### src/rtl/pc_fetch_unit_if.sv
// rtl/pc_fetch_unit_if.sv - fetch-unit bus: PC+4 feedback, hazard/redirect controls, imem request, IF/ID slot
interface pc_fetch_unit_if;
  logic [31:0] PCPlus;
  logic        stall;
  logic        redirect;
  logic [31:0] redirect_target;
  logic        imem_ready;
  logic [31:0] PC;
  logic        imem_req;
  logic [31:0] imem_addr;
  logic        ifid_valid;
  logic [31:0] ifid_pc;
  logic [31:0] ifid_pc_plus4;
  logic        fault;

  modport master (
    output PCPlus, stall, redirect, redirect_target, imem_ready,
    input  PC, imem_req, imem_addr, ifid_valid, ifid_pc, ifid_pc_plus4, fault
  );

  modport slave (
    input  PCPlus, stall, redirect, redirect_target, imem_ready,
    output PC, imem_req, imem_addr, ifid_valid, ifid_pc, ifid_pc_plus4, fault
  );
endinterface

### src/rtl/pc_fetch_unit.sv
// rtl/pc_fetch_unit.sv - PC register, fetch FSM and IF/ID slot; optional misaligned-redirect trap under PC_MISALIGN_TRAP_EN
module pc_fetch_unit #(
  parameter logic [31:0] RESET_VECTOR = 32'h0000_0000
) (
  input  logic             CLK,
  input  logic             RST_N,
  pc_fetch_unit_if.slave   bus
);

  typedef enum logic [1:0] {
    ST_BOOT  = 2'b00,
    ST_FETCH = 2'b01,
    ST_HOLD  = 2'b10,
    ST_FAULT = 2'b11
  } state_t;

  state_t      r_state;
  logic [31:0] r_pc;
  logic        r_ifid_valid;
  logic [31:0] r_ifid_pc;
  logic [31:0] r_ifid_pc4;

  state_t      w_state_nxt;
  logic [31:0] w_pc_nxt;
  logic        w_ifid_valid_nxt;
  logic [31:0] w_ifid_pc_nxt;
  logic [31:0] w_ifid_pc4_nxt;

`ifndef PC_MISALIGN_TRAP_EN
  // Without the trap, the low two bits of a redirect target are simply dropped.
  logic [31:0] w_target_aligned;
  assign w_target_aligned = bus.redirect_target & ~32'd3;
`endif

  // State, PC and IF/ID registers; reset abandons any outstanding fetch.
  always_ff @(posedge CLK or negedge RST_N) begin
    if (!RST_N) begin
      r_state      <= ST_BOOT;
      r_pc         <= RESET_VECTOR;
      r_ifid_valid <= 1'b0;
      r_ifid_pc    <= 32'd0;
      r_ifid_pc4   <= 32'd0;
    end else begin
      r_state      <= w_state_nxt;
      r_pc         <= w_pc_nxt;
      r_ifid_valid <= w_ifid_valid_nxt;
      r_ifid_pc    <= w_ifid_pc_nxt;
      r_ifid_pc4   <= w_ifid_pc4_nxt;
    end
  end

  // Next state and register updates; priority is redirect, then fault hold, then stall, then fetch.
  always_comb begin
    w_state_nxt      = r_state;
    w_pc_nxt         = r_pc;
    w_ifid_valid_nxt = r_ifid_valid;
    w_ifid_pc_nxt    = r_ifid_pc;
    w_ifid_pc4_nxt   = r_ifid_pc4;
    case (r_state)
      ST_BOOT: begin
        w_state_nxt = ST_FETCH;
      end
      ST_FETCH, ST_HOLD, ST_FAULT: begin
        if (bus.redirect) begin
          w_ifid_valid_nxt = 1'b0;
`ifdef PC_MISALIGN_TRAP_EN
          if (bus.redirect_target[1:0] != 2'b00) begin
            w_state_nxt = ST_FAULT;
          end else begin
            w_pc_nxt    = bus.redirect_target;
            w_state_nxt = ST_FETCH;
          end
`else
          w_pc_nxt    = w_target_aligned;
          w_state_nxt = ST_FETCH;
`endif
        end else if (r_state == ST_FAULT) begin
          w_state_nxt = ST_FAULT;
        end else if (bus.stall) begin
          w_state_nxt = ST_HOLD;
        end else if (r_state == ST_HOLD) begin
          w_state_nxt = ST_FETCH;
        end else if (bus.imem_ready) begin
          w_pc_nxt         = bus.PCPlus;
          w_ifid_pc_nxt    = r_pc;
          w_ifid_pc4_nxt   = bus.PCPlus;
          w_ifid_valid_nxt = 1'b1;
        end else begin
          w_ifid_valid_nxt = 1'b0;
        end
      end
      default: begin
        w_state_nxt = ST_BOOT;
      end
    endcase
  end

  assign bus.PC            = r_pc;
  assign bus.imem_addr     = r_pc;
  assign bus.imem_req      = (r_state == ST_FETCH);
  assign bus.ifid_valid    = r_ifid_valid;
  assign bus.ifid_pc       = r_ifid_pc;
  assign bus.ifid_pc_plus4 = r_ifid_pc4;
`ifdef PC_MISALIGN_TRAP_EN
  assign bus.fault         = (r_state == ST_FAULT);
`else
  assign bus.fault         = 1'b0;
`endif

endmodule

### src/flat_wrapper.sv
// flat-port wrapper written by rule: the top's interface ports become plain ports
module pc_fetch_unit_flat 
#(
  parameter logic [31:0] RESET_VECTOR = 32'h0000_0000
)
  (CLK, RST_N, bus_PCPlus, bus_stall, bus_redirect, bus_redirect_target, bus_imem_ready, bus_PC, bus_imem_req, bus_imem_addr, bus_ifid_valid, bus_ifid_pc, bus_ifid_pc_plus4, bus_fault);
  pc_fetch_unit_if bus_i ();
  input  logic CLK;
  input  logic RST_N;
  input wire logic [$bits(bus_i.PCPlus)-1:0] bus_PCPlus;
  input wire logic [$bits(bus_i.stall)-1:0] bus_stall;
  input wire logic [$bits(bus_i.redirect)-1:0] bus_redirect;
  input wire logic [$bits(bus_i.redirect_target)-1:0] bus_redirect_target;
  input wire logic [$bits(bus_i.imem_ready)-1:0] bus_imem_ready;
  output wire logic [$bits(bus_i.PC)-1:0] bus_PC;
  output wire logic [$bits(bus_i.imem_req)-1:0] bus_imem_req;
  output wire logic [$bits(bus_i.imem_addr)-1:0] bus_imem_addr;
  output wire logic [$bits(bus_i.ifid_valid)-1:0] bus_ifid_valid;
  output wire logic [$bits(bus_i.ifid_pc)-1:0] bus_ifid_pc;
  output wire logic [$bits(bus_i.ifid_pc_plus4)-1:0] bus_ifid_pc_plus4;
  output wire logic [$bits(bus_i.fault)-1:0] bus_fault;
  assign bus_i.PCPlus = bus_PCPlus;
  assign bus_i.stall = bus_stall;
  assign bus_i.redirect = bus_redirect;
  assign bus_i.redirect_target = bus_redirect_target;
  assign bus_i.imem_ready = bus_imem_ready;
  assign bus_PC = bus_i.PC;
  assign bus_imem_req = bus_i.imem_req;
  assign bus_imem_addr = bus_i.imem_addr;
  assign bus_ifid_valid = bus_i.ifid_valid;
  assign bus_ifid_pc = bus_i.ifid_pc;
  assign bus_ifid_pc_plus4 = bus_i.ifid_pc_plus4;
  assign bus_fault = bus_i.fault;
  pc_fetch_unit #(.RESET_VECTOR(RESET_VECTOR)) u_core (.CLK(CLK), .RST_N(RST_N), .bus(bus_i));
endmodule
### config.mk
export PLATFORM = sky130hd
export DESIGN_NAME = pc_fetch_unit_flat
export DESIGN_NICKNAME = d
export VERILOG_FILES = /design/src/rtl/pc_fetch_unit_if.sv /design/src/rtl/pc_fetch_unit.sv /design/src/flat_wrapper.sv
export SDC_FILE = /design/constraint.sdc
export NUM_CORES = 1
export LEC_CHECK = 0
export CORE_MARGIN = 5
export CORE_UTILIZATION = 46
export CTS_BUF_LIST = sky130_fd_sc_hd__clkbuf_2
export CTS_CLUSTER_DIAMETER = 200
export DETAILED_ROUTE_END_ITERATION = 8
export GPL_TIMING_DRIVEN = 0
export PLACE_DENSITY = 0.95
export SLEW_MARGIN = 10
export SYNTH_ARGS = -nofsm -noshare
export SYNTH_HDL_FRONTEND = slang
export SYNTH_SLANG_ARGS = --single-unit
### constraint.sdc
create_clock -name CLK -period 4.55 [get_ports CLK]
set_clock_uncertainty 0.1 [all_clocks]
set_input_delay 0.455 -clock CLK [delete_from_list [all_inputs] [get_ports CLK]]
set_output_delay 0.455 -clock CLK [all_outputs]
set_load 0.005 [all_outputs]
After elaboration in Yosys (flattened, before gate mapping)

Cells that the tools add are included.

Equal/unequal tests: 7
Mux-type cells: 15
Bitwise gates (word level): 4
Reductions and logical operators: 6

Operator list:

| kind                                                             | number |
|---|---|
| 32-bit two-way mux                                               | 5 |
| 2-bit two-way mux                                                | 4 |
| 6-bit AND reduction                                              | 1 |
| 1-bit two-way mux                                                | 5 |
| 5-bit by 3-bit != test with 1-bit output (second input constant) | 1 |
| 5-bit AND reduction                                              | 1 |
| 2-bit == test (second input constant)                            | 2 |
| 2-bit != test (second input constant)                            | 2 |
| 1-bit inverter                                                   | 4 |
| 2-bit case mux with 2 select lines                               | 1 |
| 4-bit AND reduction                                              | 1 |
| 3-bit OR reduction                                               | 1 |
| 2-bit by 1-bit == test with 1-bit output (second input constant) | 1 |
| 2-bit zero test                                                  | 1 |
| 2-bit by 1-bit != test with 1-bit output (second input constant) | 1 |
| 2-bit nonzero test                                               | 1 |

Bits in registers: 99
Input bits: 69
Output and inout bits: 131
Word-level logic and storage cells: 37

Depth between registers and ports, before layout

Gate-level depths: netlist of run 1.

Depth after elaboration: 6
Gate-level depth with buffers: 6
Depth with buffers taken out: 3

Least setup slack after synthesis of run 1

OpenSTA, ideal clock, no wires.

Path type: input port to flip-flop
Start: in bus_redirect
End: reg u_core.r_pc[10] (netlist: u_core.bus.PC[10])
Setup time: 0.125 ns
Data arrival time: 1.589 ns
Data required time: 4.325 ns
Path slack: 2.737 ns
Cell stages on the path: 4
Path buffers: 2
Cells stage by stage: buf_2 clkbuf_1 mux2_2 mux2_2

Longest elaborated chain between the ends: 2
Elaborated cells between the ends (all ways): 6
Those cells by class: 3 x eq/ne; 1 x mux; 2 x reduce/logical

RTL lines:

| what                                                  | line                | source |
|---|---|---|
| start: declaration                                    | flat_wrapper.sv:12  | `input wire logic [$bits(bus_i.redirect)-1:0] bus_redirect;` |
| 2-bit != test (no line), or another cell as far along | --                  |  |
| 5-bit AND reduction (no line)                         | --                  |  |
| end signal: assignment                                | pc_fetch_unit.sv:45 | `r_pc <= w_pc_nxt;` |
| end: declaration                                      | pc_fetch_unit.sv:18 | `logic [31:0] r_pc;` |

Several ways; a longest one is shown, not always the timed one.
A chain may end at the register's enable or synchronous reset.

Worst setup path in the final report of run 1

Start: reg u_core.r_state[1]
End: out bus_imem_req

Longest elaborated chain between the ends: 1

RTL lines:

| what                                     | line                 | source |
|---|---|---|
| start: declaration                       | pc_fetch_unit.sv:17  | `state_t r_state;` |
| start signal: assignment                 | pc_fetch_unit.sv:44  | `r_state <= w_state_nxt;` |
| 2-bit by 1-bit == test with 1-bit output | pc_fetch_unit.sv:100 | `assign bus.imem_req = (r_state == ST_FETCH);` |
| end: declaration                         | flat_wrapper.sv:16   | `output wire logic [$bits(bus_i.imem_req)-1:0] bus_imem_req;` |

Every way passes these cells.

==> results of run 1 <==
==> cell usage after synthesis <==
master    count
a211o_1       1
a21oi_1       1
a22o_1        2
buf_1         1
buf_2         5
buf_4        36
buf_6         4
clkbuf_1      2
conb_1        1
dfrtp_1      99
mux2_1       27
mux2_2       97
nand2_1       1
nand3b_1      1
nor2_1        2
nor2b_1       1
nor3b_1       1
nor3b_2       1
nor3b_4       1
o21ai_0       1
o22ai_1       1
xor2_1        1
==> where the power goes <==
group	switching [mW]	internal, mW	leakage [nW]
combinational	0.296	0.730	1.54
sequential	0.144	1.10	1.18
clock	0.301	0.0770	0.0595
total	0.741	1.91	2.78
==> final cells by class <==
type                       instances  area, sq um
timing repair buffer             197         1990
sequential                        99         2480
clock inverter                     7         52.6
buffer                            48          352
fill                             644         2650
tap                              129          161
clock buffer                       9         45.0
multi-input combinational        140         1520
==> registers in the layout, summed over array words and instances (netlist names) <==
name                      flops
u_core.r_state                2
u_core.bus.ifid_pc_plus4     32
u_core.bus.ifid_valid         1
u_core.bus.PC                32
u_core.bus.ifid_pc           32
==> critical path: cells and delay by family (launching register included) <==
| family | cells | cell delay (ns) |
|---|---|---|
| buf+inv | 2 | 0.69 |
| flops | 1 | 0.42 |
| simple gates | 1 | 0.12 |
==> final timing paths <==
| kind | cells past startpoint | end | slack [ns] | from |
|---|---|---|---|---|
| setup / recovery | 3 | bus_imem_req | 2.25 | u_core.r_state[1] |
| hold / removal | 2 | u_core.bus.ifid_pc_plus4[18] | 0.30 | RST_N |
| setup reg to reg | 6 | u_core.bus.ifid_pc[12] | 2.49 | u_core.r_state[1] |
| hold reg to reg | 1 | u_core.bus.ifid_pc[10] | 0.42 | u_core.bus.ifid_pc[10] |
| max in group asynchronous | 3 | u_core.bus.ifid_pc[9] | 3.31 | RST_N |
| min in group CLK | 3 | u_core.bus.PC[31] | 0.39 | bus_redirect |
==> through the flow <==
step | util (%) | instances | hold slack (ns) | cell area, sq um
after floorplan | - | 287 | 0.0594 | 4340
after global routing | 71.3 | 629 | 0.296 | 6590
final | 71.3 | 629 | 0.302 | 6590
after global placement | 69.9 | 611 | 0.366 | 6460
after CTS | 71.3 | 629 | 0.284 | 6590
after detailed placement | 70.2 | 612 | 0.374 | 6480
==> kinds of logic after synthesis <==
group / after synthesis / synth area share, %
multiplexers: 124 / 32.1
AO/OA/AOI/OAI: 6 / 0.979
other: 1 / 0.0863
flip-flops: 99 / 57.0
XOR/XNOR: 1 / 0.202
buffers and inverters: 48 / 8.09
AND/OR/NAND/NOR: 8 / 1.47
==> routing by layer <==
layer  track usage, %  vias up  part of all wire [%]
met3             5.30       15                   7.0
met5                0        -                     0
met1             22.8     1540                    37
met4             7.21        0                   1.5
met2             37.0      128                    54
li1                 -     1387                     -
==> what timing repair did <==
action,4_1_cts,5_1_grt
endpoints found under the hold margin,46,0
hold buffers,1,0
resized for setup,0,0
==> run summary, run 1 <==
Max H-tree Level = 3
Nets = 564
Tot Pwr = 2.65 mW
Yosys top cell area share = 57.0%
GRT overflow = 0
CTS buffer count = 9
Final Max Slew Viols = 0
Core area = 9240 sq um
Ant diodes = 0
Vias in the first global route = 3,518
Port Buf Inserts = 195
Commonest non-fill, non-tap cells in the layout = clkdlybuf4s50_1, dfrtp_1, mux2_2
RSZ-0062 raised after global routing = false
Synth unique cells = 22
Iteration-0 DRC Markers = 33
Post-synthesis cell area = 4340 sq um
Starting density of the core = 47.0%
CP Cell Sequence = buf_2 -> nor2b_1 -> clkdlybuf4s50_1
Crit path time final = 2.30 ns
Seq/Total Area, Yosys = 57.0%
Gpl congestion = 0.803
Site Rows = 35
Total I/O pin count = 200
Commonest non-fill, non-tap cell in the layout = clkdlybuf4s50_1
Die X = 107 um
Worst EP arrival = 1.74 ns
Status = completed
FF+latch count, synth = 99
Vias = 3,070
DR DRC count = 0
Area leader, netlist = dfrtp_1
Initial antenna violation count = 0
CP max stage delay = 0.53 ns
CP max stage cell = clkdlybuf4s50_1
Die area = 11,500 sq um
Setup-failing EPs final = 0
Post-Synthesis Cells = 287
Via/cell ratio = 4.88
Final worst-path setup slack = 2.25 ns
WL/cell = 18.5 um
MaxCap Viol Count = 0
Die Y = 107 um
Layout cell share with drive strength beyond 1 = 32.0%
Crit path kind = reg -> out
Leakage = 2.78 nW
DRT Wirelength = 11,600 um
Rel. slew slack = 53.6%
Largest net degree at the start of global routing = 54
Worst-Skew Late Latency = 0.51 ns
Postcts setup bufs = 0
Syn_nets = 356
Crit path capture type = output pin
Syn-to-layout area delta = 51.7%
Routed Antenna Nets = 0
Post-DP HPWL = 9130 um
DRT Pass-1 Iters = 4
Mapped Avg Cell Area = 15.1 sq um
Worst-case clock buffer depth = 2
CP max FO = 8
Slew of the pin with the lowest slew margin = 0.697 ns
CTS tree = yes
Final Hold Vio Count = 0
CTS root buffer = clkbuf_2
GRT Util Overall = 20.3%
Worst min-delay path class = in -> async
Synth top area cells = dfrtp_1, mux2_2, mux2_1, buf_4, buf_6
Post-Route Setup TNS = 0 ns
Crit path required time = 3.99 ns
Final Cycle Share = 50.5%
Power density over the cells = 402 nW/um^2
Reg clk slew, reported paths = 0.31 ns
Clock Sinks = 99
Startpoint types = flop
F_max = 436 MHz
Maximum VDD drop = 0.222 mV
Pre-CTS worst setup slack = 2.10 ns
YS warnings = 0
Global-route wire length before repair = 18,200 um
Note: power is estimated with default switching activity, not from simulation.
==> run 2: changes to the inputs <==
Settings changed: CORE_UTILIZATION 46 to 39, PLACE_DENSITY 0.95 to 0.86.
Clock period 4.55 ns to 1.9 ns, I/O delays scaled along.
==> run 2 against run 1 <==
Compared with the run above: total power increased by 150%; sequential power grew 140%; clock power increased to 2.6 times the previous value; setup slack got worse by 2.2 ns; die area is 16% higher; count of clock-buffer cells in the layout rose by 4; routed wire length is 3.1% higher; flip-flop and latch count unchanged; final cell count increased by 6.4%; first-iteration DRC count grew to 3.4 times the previous value.
==> run summary, run 2 (synthesized netlist as in run 1, its figures left out) <==
Sequential power share = 45.3% (-1.7 points)
Iteration-0 DRC Markers = 113 (+240%)
GRT met3 Usage = 5.07% (-0.23 points)
Sw Pwr = 1.74 mW (+130%)
Post-route core utilization = 63.9% (-7.4 points)
Global-route wire length before repair = 18,500 um (+1.2%)
GRT Util Overall = 17.8% (-2.6 points)
Final Hold Vio Count = 0 (unchanged)
Max H-tree Level = 3 (unchanged)
WHS = 0.0417 ns (-0.260 ns)
Leakage = 3.11 nW (+12%)
Cell Area, Placed = 6500 sq um (+0.21%)
Die area = 13,300 sq um (+16%)
Crit path kind = reg -> reg
DR DRC count = 0 (unchanged)
Crit path required time = 2.24 ns (-1.75 ns)
Commonest non-fill, non-tap cells in the layout = clkdlybuf4s50_1, dfrtp_1, mux2_2
WL/cell = 17.9 um (-3.1%)
MaxCap Viol Count = 0 (unchanged)
Crit path capture type = flop
Worst min-delay path class = in -> async
Maximum VDD drop = 0.420 mV (+89%)
Routed Antenna Nets = 0 (unchanged)
Rel. slew slack = 55.0% (+1.5 points)
Gpl congestion = 0.744 (-7.4%)
Site Rows = 38 (+8.6%)
Post-DP HPWL = 8880 um (-2.7%)
Met1 Use GR = 20.6% (-2.2 points)
Clock Sinks = 99 (unchanged)
CTS root buffer = clkbuf_2
Final std cells w/o fill = 669 (+6.4%)
CTS tree = yes
Startpoint types = flop
Die Y = 116 um (+7.8%)
Internal power = 4.81 mW (+150%)
Initial antenna violation count = 0 (unchanged)
CP startpoint = u_core.r_state[1]
GRT overflow = 0 (unchanged)
CTS buffer count = 9 (unchanged)
Worst-case clock buffer depth = 2 (unchanged)
Reg clk slew, reported paths = 0.24 ns (-0.07 ns)
Worst EP arrival = 2.20 ns (+0.46 ns)
Cells after DPL = 623 (+1.8%)
Worst reg2reg path depth = 5 (-1)
Syn-to-layout area delta = 60.1%
Slew of the pin with the lowest slew margin = 0.675 ns (-0.0218 ns)
Total I/O pin count = 200 (unchanged)
Power share of the combinational group = 39.9% (+1.2 points)
Register-to-register setup slack = 0.04 ns (-2.45 ns)
Clock power share = 14.8% (+0.5 points)
Commonest non-fill, non-tap cell in the layout = clkdlybuf4s50_1
Critical path endpoint = u_core.bus.ifid_pc_plus4[25]
Power density over the cells = 942 nW/um^2 (+130%)
Crit path time final = 1.86 ns
DRT Wirelength = 12,000 um (+3.1%)
Layout cell share with drive strength beyond 1 = 38.2% (+6.2 points)
Port Buf Inserts = 195 (unchanged)
Final Cycle Share = 97.9%
Cell area after layout = 6950 sq um (+5.5%)
Tot Pwr = 6.55 mW (+150%)
Ant diodes = 0 (unchanged)
Worst-Skew Late Latency = 0.52 ns (about the same)
Status = completed
Via/cell ratio = 4.71 (-3.4%)
DRT Pass-1 Iters = 4 (unchanged)
Vias in the first global route = 3,546 (+0.80%)
RSZ-0062 raised after global routing = true
Core area = 10,900 sq um (+18%)
Starting density of the core = 39.9% (-7.1 points)
Pre-CTS worst setup slack = -0.368 ns (-2.46 ns)
Grt met2 use = 31.2% (-5.9 points)
F_max = 538 MHz
R2r startpoint = u_core.r_state[1]
Setup-failing EPs final = 0 (unchanged)
R2R Path End = u_core.bus.ifid_pc_plus4[25]
Nets = 593 (+5.1%)
Net Sw Frac = 26.5% (-1.4 points)
CP max FO = 10 (+2)
Largest net degree at the start of global routing = 62 (+15%)
Final Max Slew Viols = 0 (unchanged)
Vias = 3,154 (+2.7%)
GR peak layer = met2
Final worst-path setup slack = 0.0406 ns (-2.21 ns)
Post-Route Setup TNS = 0 ns (unchanged)
Die X = 116 um (+7.8%)
-- run 2: cell types whose count changed in the layout (fill, tap and decap cells not counted), moves of 5 or more --
cell             delta
clkdlybuf4s50_1    -34
dlygate4sd2_1      +26
buf_4              +25
mux2_4             +15
mux2_1             -10
dlymetal6s2s_1      +8
buf_12              +5
mux2_2              -5
-- run 2: how the worst min path moves through the flow --
stage | start | to | slack [ns]
after floorplan | RST_N | u_core.bus.PC[0] | -0.21
after global placement | u_core.bus.ifid_pc[7] | u_core.bus.ifid_pc[7] | 0.37
after detailed placement | RST_N | u_core.bus.ifid_pc_plus4[24] | 0.11
after CTS | RST_N | u_core.bus.ifid_pc_plus4[24] | 0.02
after global routing | RST_N | u_core.bus.ifid_pc[24] | 0.04
final | RST_N | u_core.bus.ifid_pc[24] | 0.04
-- run 2: cell type report --
cell class / count / area [sq um]
buffer: 47 / 405
clock buffer: 13 / 65.1
clock inverter: 3 / 38.8
fill: 857 / 3930
multi-input combinational: 140 / 1580
sequential: 99 / 2480
tap: 140 / 175
timing repair buffer: 227 / 2210
-- run 2: worst max-delay path: stages (launching register included) --
cell and delay, ns:
dfrtp_2 0.52, nor3b_4 0.24, nor3b_4 0.26, buf_6 0.17, buf_12 0.15, mux2_1 0.33
-- run 2: timing repair --
action,CTS,global route
pin swaps,1,1
hold buffers,1,0
endpoints found under the setup margin,99,74
resized for setup,30,38
hold endpoints to repair,99,0
setup buffers,24,6
-- run 2: per-layer routing --
metal,share of wire (%),vias to the layer above
li1,-,1446
met1,38,1569
met2,52,123
met3,7.9,16
met4,1.7,0
met5,0,-
-- run 2: power by group through the flow --
stage | registers (mW) | clock network [mW] | logic [mW]
3_5_place_dp | 3.02 | 0 | 2.50
2_1_floorplan | 3.01 | 0 | 0.755
4_1_cts | 2.96 | 1.00 | 2.57
5_1_grt | 3.05 | 1.08 | 2.79
6_report | 2.97 | 0.970 | 2.61
3_3_place_gp | 2.98 | 0 | 2.43
==> run 3: changes to the inputs <==
Settings changed: ABC_CLOCK_PERIOD_IN_PS from default to 1900.
==> results of run 3 <==
No change in the layout: final DEF, timing and power equal those of run 2.
